--- src/rtl/mem_bus_arbiter.sv ---
// Two-master arbiter sharing one memory/MMIO port; one transaction in flight.
// Define MEMARB_RR_EN for round-robin on ties; otherwise m0 has fixed priority.
module mem_bus_arbiter #(
    parameter int AW     = 32,
    parameter int DW     = 32,
    parameter int RD_LAT = 1
) (
    input  logic          clk,
    input  logic          rst_n,
    input  logic          m0_req,
    input  logic          m0_we,
    input  logic [AW-1:0] m0_addr,
    input  logic [DW-1:0] m0_wdata,
    output logic          m0_ack,
    output logic [DW-1:0] m0_rdata,
    input  logic          m1_req,
    input  logic          m1_we,
    input  logic [AW-1:0] m1_addr,
    input  logic [DW-1:0] m1_wdata,
    output logic          m1_ack,
    output logic [DW-1:0] m1_rdata,
    output logic [AW-1:0] bus_addr,
    output logic [DW-1:0] bus_wdata,
    output logic          bus_we,
    input  logic [DW-1:0] bus_rdata,
    output logic          busy,
    output logic          owner
);
    typedef enum logic [1:0] {IDLE, ACCESS, RESP} state_t;

    localparam logic [2:0] LP_LAT = 3'(RD_LAT);

    state_t        r_state, w_next;
    logic [2:0]    r_cnt;
    logic          r_owner, r_we_lat, r_bus_we;
    logic [AW-1:0] r_bus_addr;
    logic [DW-1:0] r_bus_wdata, r_m0_rdata, r_m1_rdata;
    logic          w_grant, w_win, w_done;

    // w_win: 0 selects m0, 1 selects m1
    always_comb begin
        w_win = m1_req & ~m0_req;
`ifdef MEMARB_RR_EN
        if (m0_req && m1_req) w_win = ~r_owner;
`else
        if (m0_req && m1_req) w_win = 1'b0;
`endif
    end

    assign w_grant = (r_state == IDLE) && (m0_req || m1_req);
    assign w_done  = (r_state == ACCESS) && (r_cnt == 3'd1);

    always_ff @(posedge clk) begin
        if (!rst_n) r_state <= IDLE;
        else        r_state <= w_next;
    end

    always_comb begin
        w_next = r_state;
        case (r_state)
            IDLE:    if (w_grant) w_next = ACCESS;
            ACCESS:  if (w_done)  w_next = RESP;
            RESP:    w_next = IDLE;
            default: w_next = IDLE;
        endcase
    end

    // Strobe defaults low so it lives only in the first ACCESS cycle.
    always_ff @(posedge clk) begin
        if (!rst_n) begin
            r_owner     <= 1'b1;
            r_we_lat    <= 1'b0;
            r_bus_we    <= 1'b0;
            r_cnt       <= 3'd0;
            r_bus_addr  <= '0;
            r_bus_wdata <= '0;
            r_m0_rdata  <= '0;
            r_m1_rdata  <= '0;
        end else begin
            r_bus_we <= 1'b0;
            if (w_grant) begin
                r_owner     <= w_win;
                r_bus_addr  <= w_win ? m1_addr  : m0_addr;
                r_bus_wdata <= w_win ? m1_wdata : m0_wdata;
                r_we_lat    <= w_win ? m1_we    : m0_we;
                r_bus_we    <= w_win ? m1_we    : m0_we;
                r_cnt       <= LP_LAT;
            end else if (r_state == ACCESS) begin
                r_cnt <= r_cnt - 3'd1;
                if (w_done && !r_we_lat) begin
                    if (r_owner) r_m1_rdata <= bus_rdata;
                    else         r_m0_rdata <= bus_rdata;
                end
            end
        end
    end

    assign bus_addr  = r_bus_addr;
    assign bus_wdata = r_bus_wdata;
    assign bus_we    = r_bus_we;
    assign m0_rdata  = r_m0_rdata;
    assign m1_rdata  = r_m1_rdata;
    assign owner     = r_owner;
    assign busy      = (r_state != IDLE);
    assign m0_ack    = (r_state == RESP) && !r_owner;
    assign m1_ack    = (r_state == RESP) &&  r_owner;
endmodule
--- config.mk ---
export PLATFORM = sky130hd
export DESIGN_NAME = mem_bus_arbiter
export DESIGN_NICKNAME = d
export VERILOG_FILES = /design/src/rtl/mem_bus_arbiter.sv
export SDC_FILE = /design/constraint.sdc
export NUM_CORES = 1
export LEC_CHECK = 0
export BUFFER_PORTS_ARGS = -buffer_cell sky130_fd_sc_hd__clkbuf_2
export CORE_MARGIN = 10
export CORE_UTILIZATION = 48
export CTS_CLUSTER_SIZE = 24
export DETAILED_ROUTE_END_ITERATION = 10
export PLACE_DENSITY = 0.88
export SYNTH_ARGS = -nofsm -noshare
export SYNTH_HDL_FRONTEND = slang
export SYNTH_SLANG_ARGS = --single-unit
--- constraint.sdc ---
create_clock -name clk -period 2.3 [get_ports clk]
set_input_delay 0 -clock clk [delete_from_list [all_inputs] [get_ports clk]]
set_output_delay 0 -clock clk [all_outputs]
set_load 0.005 [all_outputs]
Word-level counts from Yosys, hierarchy flattened
Index checks and enable logic that the tools add are counted.

cells by class
  mux-type cells = 9
  add/sub/neg operators = 1
  equality and inequality tests = 5
  bitwise gates (word level) = 5
  reduce and logical (&&, ||, !) cells = 17

operators with widths
  operator                                             number
  2-to-1 mux 32 bit                                    2
  AND reduction 4 bit                                  2
  logical AND 1 bit                                    6
  2-to-1 mux 1 bit                                     4
  2-to-1 mux 2 bit                                     2
  != test 2 bit, second input constant                 2
  inverter 1 bit                                       4
  case mux 2 bit (2 select lines)                      1
  AND reduction 2 bit                                  2
  nonzero test 2 bit                                   2
  equality test 3 x 1 -> 1 bit, second input constant  1
  subtractor 3 x 1 -> 3 bit, second input constant     1
  equality test 2 x 1 -> 1 bit, second input constant  1
  equality test 2 bit, second input constant           1
  logical NOT 1 bit                                    2
  logical NOT 2 bit                                    1
  OR reduction 2 bit                                   1
  AND 1 bit                                            1
  logical OR 1 bit                                     1

word-level totals
  register bits after elaboration = 136
  bits of input ports = 166

Logic depth before layout (Yosys ltp)
  depth in word-level cells = 4
  gate-level depth with buffers = 6
  gate-level depth less buffers = 5

Worst setup path after synthesis
No wires, ideal clock.

  path type = reg2reg
  start point = register r_cnt[0]
  end point = register r_m0_rdata[10], in the netlist m0_rdata[10]
  clock period less this slack = 1.404 ns
  cell stages (with the launch flop) = 6
  path slack = 0.896 ns
  arrival = 1.283 ns
  path buffers = 1
  path through = dfxtp_1 ha_1 nor2b_1 nand3_2 buf_4 mux2i_1

on the way
  word-level cells in the longest chain between the ends = 4

RTL lines
  item                           RTL line  text
  from (decl)                    34        logic [2:0] r_cnt;
  from (signal assigned)         89        r_cnt <= r_cnt - 3'd1;
  equality test 3 x 1 -> 1 bit   51        assign w_done = (r_state == ACCESS) && (r_cnt == 3'd1);
  logical AND 1 bit              51
  logical AND 1 bit              90        if (w_done && !r_we_lat) begin
  AND reduction 4 bit (no line)  --
  to (signal assigned)           92        else r_m0_rdata <= bus_rdata;
  to (decl)                      37        logic [DW-1:0] r_bus_wdata, r_m0_rdata, r_m1_rdata;

Every way passes these cells.
A chain may end at the register's enable or synchronous reset.

Worst setup path in the final report
  start point = register r_state[0]
  end point = register r_m0_rdata[27], in the netlist m0_rdata[27]

on the way
  word-level cells in the longest chain between the ends = 4
  elaborated cells on any way between the ends = 7
  those cells by class = 1 x eq/ne; 1 x bitwise; 5 x reduce/logical

RTL lines
  item                                                               RTL line    text
  from (decl)                                                        33          state_t r_state, w_next;
  from (signal assigned)                                             55          else r_state <= w_next;
  equality test 2 x 1 -> 1 bit or logical NOT 2 bit (tied branches)  51, 88, 50
  logical AND 1 bit (on tied branches)                               51, 50
  logical AND 1 bit or inverter 1 bit (tied branches)                --
  AND reduction 4 bit (no line) (*)                                  --

Mark *: on every way between the ends. The rest lies on a longest branch, timed or not.

==> impl_table.tex <==
\begin{tabular}{lr}
\hline
Metric & Value \\
\hline
\multicolumn{2}{l}{\textbf{Floorplan}} \\
Standard-cell rows & 38 \\
Horizontal die dimension & 126 µm \\
Area of the die & 0.0158 mm² \\
Core Box Area & 0.0109 mm² \\
Boundary Pins & 299 \\
Vert. Die Dim & 126 µm \\
Effective utilization at floorplan & 0.494 \\
\multicolumn{2}{l}{\textbf{Clocking}} \\
Clock latency on the worst-skew pair & 0.51 ns \\
Count of instances resized after the clock tree is built & 0 \\
Clock transition at path regs & 0.06 ns \\
Clk sinks & 136 \\
Root Buffer Master & clkbuf\_8 \\
CTS H-tree depth & 4 \\
TritonCTS clock tree & built \\
Total clock buffers created by CTS & 17 \\
Longest Clk Path Bufs & 2 \\
\multicolumn{2}{l}{\textbf{STA}} \\
Final period util & 0.752 \\
Slack of the critical path & 0.570 ns \\
Slew at the pin closest to its max-slew limit & 0.901 ns \\
Final critical-path required period & 1.73 ns \\
RSZ-0062 raised after global routing & false \\
Peak Freq & 578 MHz \\
Rel. slew slack & 0.399 \\
Final number of hold-violating endpoints & 0 \\
Setup Total Neg Slack & 0 ns \\
Total setup violations reported at the end of the flow & 0 \\
Tightest hold margin & 0.126 ns \\
Setup clock skew after layout & 0.0112 ns \\
Max Transition Viols Final & 0 \\
\multicolumn{2}{l}{\textbf{Detailed routing}} \\
Routed wire length & 25,400 µm \\
Post-DR wirelength/cell & 22.9 µm \\
Detail-routed via count per cell & 5.47 \\
Via count & 6,065 \\
Number of nets still failing antenna checks after routing & 0 \\
Total DRC errors in the routed layout & 0 \\
DRT iter0 DRCs & 520 \\
Number of detailed-route iterations in the first pass & 5 \\
\multicolumn{2}{l}{\textbf{Critical path}} \\
Element type at the critical path end & flip-flop \\
Crit path required time & 2.66 ns \\
R2R Setup Slk & 0.57 ns \\
Critical Path AT & 2.09 ns \\
Critical-path maximum fanout & 32 \\
Crit Path Class & reg2reg \\
Launching element type of the critical path & flip-flop \\
\multicolumn{2}{l}{\textbf{Logic synthesis}} \\
Main flop type after synthesis & dfxtp\_1 \\
Largest area contributor in the netlist & dfxtp\_1 \\
Synthesis Warnings & 0 \\
Number of unique standard cell types used by synthesis & 26 \\
Cell with the most instances after synthesis & dfxtp\_1 \\
Fraction of registers with async set or reset after synthesis & 0 \\
Synth Register Bits & 136 \\
Top cell types by occurrence after synthesis & dfxtp\_1, mux2i\_1, nand2\_1 \\
Netlist area before placement & 0.00538 mm² \\
Most area-consuming cells after synthesis & dfxtp\_1, mux2i\_1, o2bb2ai\_1, nand2\_1, buf\_4 \\
Number of synthesized flops with an enable pin & 0 \\
Share of Yosys cell area claimed by the top area cell type & 0.506 \\
Mean instance size in the synthesized netlist & 10.8 µm² \\
Cell count after synthesis & 497 \\
Sequential cell area fraction in the yosys report & 0.506 \\
Total nets after synthesis & 665 \\
\multicolumn{2}{l}{\textbf{Power}} \\
Leakage power & 0.00490 µW \\
Net load switching power & 2220 µW \\
Power per unit of standard cell area & 829 mW/mm² \\
Internal power summed over all cells & 5410 µW \\
Fraction of power consumed by sequential logic & 0.390 \\
Share of total power in combinational logic & 0.240 \\
Part of the total power dissipated in the clock network & 0.370 \\
VDD IR max & 0.592 mV \\
Fraction of power spent switching nets & 0.291 \\
\multicolumn{2}{l}{\textbf{Global route}} \\
Total global routing track utilization & 0.305 \\
GRT met3 Usage & 0.0872 \\
Most used routing layer in global routing & met2 \\
Number of global-route vias before repair & 6,723 \\
Met2 Use GR & 0.571 \\
Residual overflow from global routing & 0 \\
Global-route wire length before repair & 38,400 µm \\
Antenna violations before repair & 8 \\
Met1 GRT Util & 0.274 \\
Maximum number of pins on one net before global-route repair & 100 \\
\multicolumn{2}{l}{\textbf{Place}} \\
Hpwl dp & 13,600 µm \\
Placed Instances & 904 \\
RD Place Congestion & 0.815 \\
Post-Place Setup Slack & 0.586 ns \\
IO buf count & 298 \\
\multicolumn{2}{l}{\textbf{Final layout}} \\
NumNets Final & 1,115 \\
Layout area overhead & 71.0\% \\
Proportion of layout cells with a drive suffix above 1 & 0.353 \\
Cell Count, Final, Fillers Out & 1,108 \\
\multicolumn{2}{l}{\textbf{Job}} \\
Max Cap Viol & 0 \\
\multicolumn{2}{l}{\textbf{Hold path}} \\
Worst min path class & in2reg \\
\multicolumn{2}{l}{\textbf{Status}} \\
Run status & completed \\
\hline
\end{tabular}
[power by group through the flow]
stage | logic [µW] | registers (µW) | clock network [µW]
CTS | 1730 | 2930 | 2830
global route | 1960 | 3000 | 2950
global placement | 1420 | 2950 | 0
finish | 1830 | 2970 | 2820
floorplan | 774 | 2970 | 0
detailed placement | 1470 | 2970 | 0
[area by class of cell]
cell class / instances / area, µm²
Clock buffer: 20 / 435
Timing Repair Buffer: 470 / 3220
Sequential cell: 136 / 2720
Clock inverter: 11 / 173
Fill cell: 546 / 1690
Antenna cell: 9 / 22.5
Tap cell: 140 / 175
Inverter: 4 / 15.0
Multi-Input combinational cell: 318 / 2440
[repair_timing]
action	in CTS	in global routing
endpoints found under the hold margin	132	0
hold buffers	164	0
buffers inserted	0	0
[cells by family (layout without fill, tap and decap cells)]
| logic type | count (synthesis) | after routing | synth area share |
|---|---|---|---|
| simple gates | 114 | 114 | 0.0903 |
| buf+inv | 43 | 505 | 0.0423 |
| compound gates | 71 | 71 | 0.113 |
| xor+xnor | 2 | 2 | 0.00326 |
| mux | 129 | 129 | 0.240 |
| flops | 136 | 136 | 0.506 |
| fa+ha+maj | 2 | 2 | 0.00465 |
| other cells | 0 | 9 | 0 |
[placed cells by master, fill, tap and decap left out]
cell type,count
mux2i_1,129
and3_1,1
nand3b_1,2
clkbuf_1,2
nand4b_4,1
and3b_1,1
diode_2,9
clkinv_4,3
a21oi_1,1
nand2b_4,1
nand3_2,1
nor3b_1,1
o2bb2ai_1,65
xnor2_1,2
dlygate4sd3_1,164
buf_12,2
dfxtp_1,136
and2_1,2
clkbuf_8,2
buf_2,1
clkinv_2,2
ha_1,2
buf_4,6
o21ai_0,3
nand2_1,98
nor2_1,4
o211a_1,1
bufinv_16,4
clkinvlp_4,1
nor2b_1,2
inv_6,1
clkbuf_16,16
inv_1,4
clkbuf_2,297
o31a_2,1
[registers in the layout, indices dropped and copies added (netlist names)]
register	cells
r_we_lat	1
r_state	2
bus_wdata	32
r_cnt	3
m1_rdata	32
m0_rdata	32
bus_addr	32
bus_we	1
owner	1
[per-layer routing]
metal | share of wire | vias up | routed length (µm)
li1 | - | 2667 | -
met1 | 0.33 | 2889 | 8260
met2 | 0.54 | 377 | 13600
met3 | 0.067 | 132 | 1700
met4 | 0.071 | 0 | 1810
met5 | 0 | - | 0
[worst max-delay path: stages, from the launching register on]
cell	delay, ns
dfxtp_1	0.40
nor2b_1	0.53
nand3_2	0.12
buf_4	0.34
mux2i_1	0.20
[metrics by stage]
stage	total power [µW]	util	cell area [µm²]
floorplan	3750	-	5380
global route	7910	0.845	9200
CTS	7490	0.843	9180
detailed placement	4440	0.636	6930
global placement	4370	0.636	6930
finish	7630	0.845	9200
[path summary, 6_finish.rpt]
path / startpoint / to / depth (start not counted)
worst max-delay path: r_state[0] / m0_rdata[27] / 4
worst min register to register: m1_rdata[1] / m1_rdata[1] / 2
worst max register to register: r_state[0] / m0_rdata[27] / 4
worst min-delay path: m0_req / r_cnt[0] / 5
Note: power is estimated with default switching activity, not from simulation.
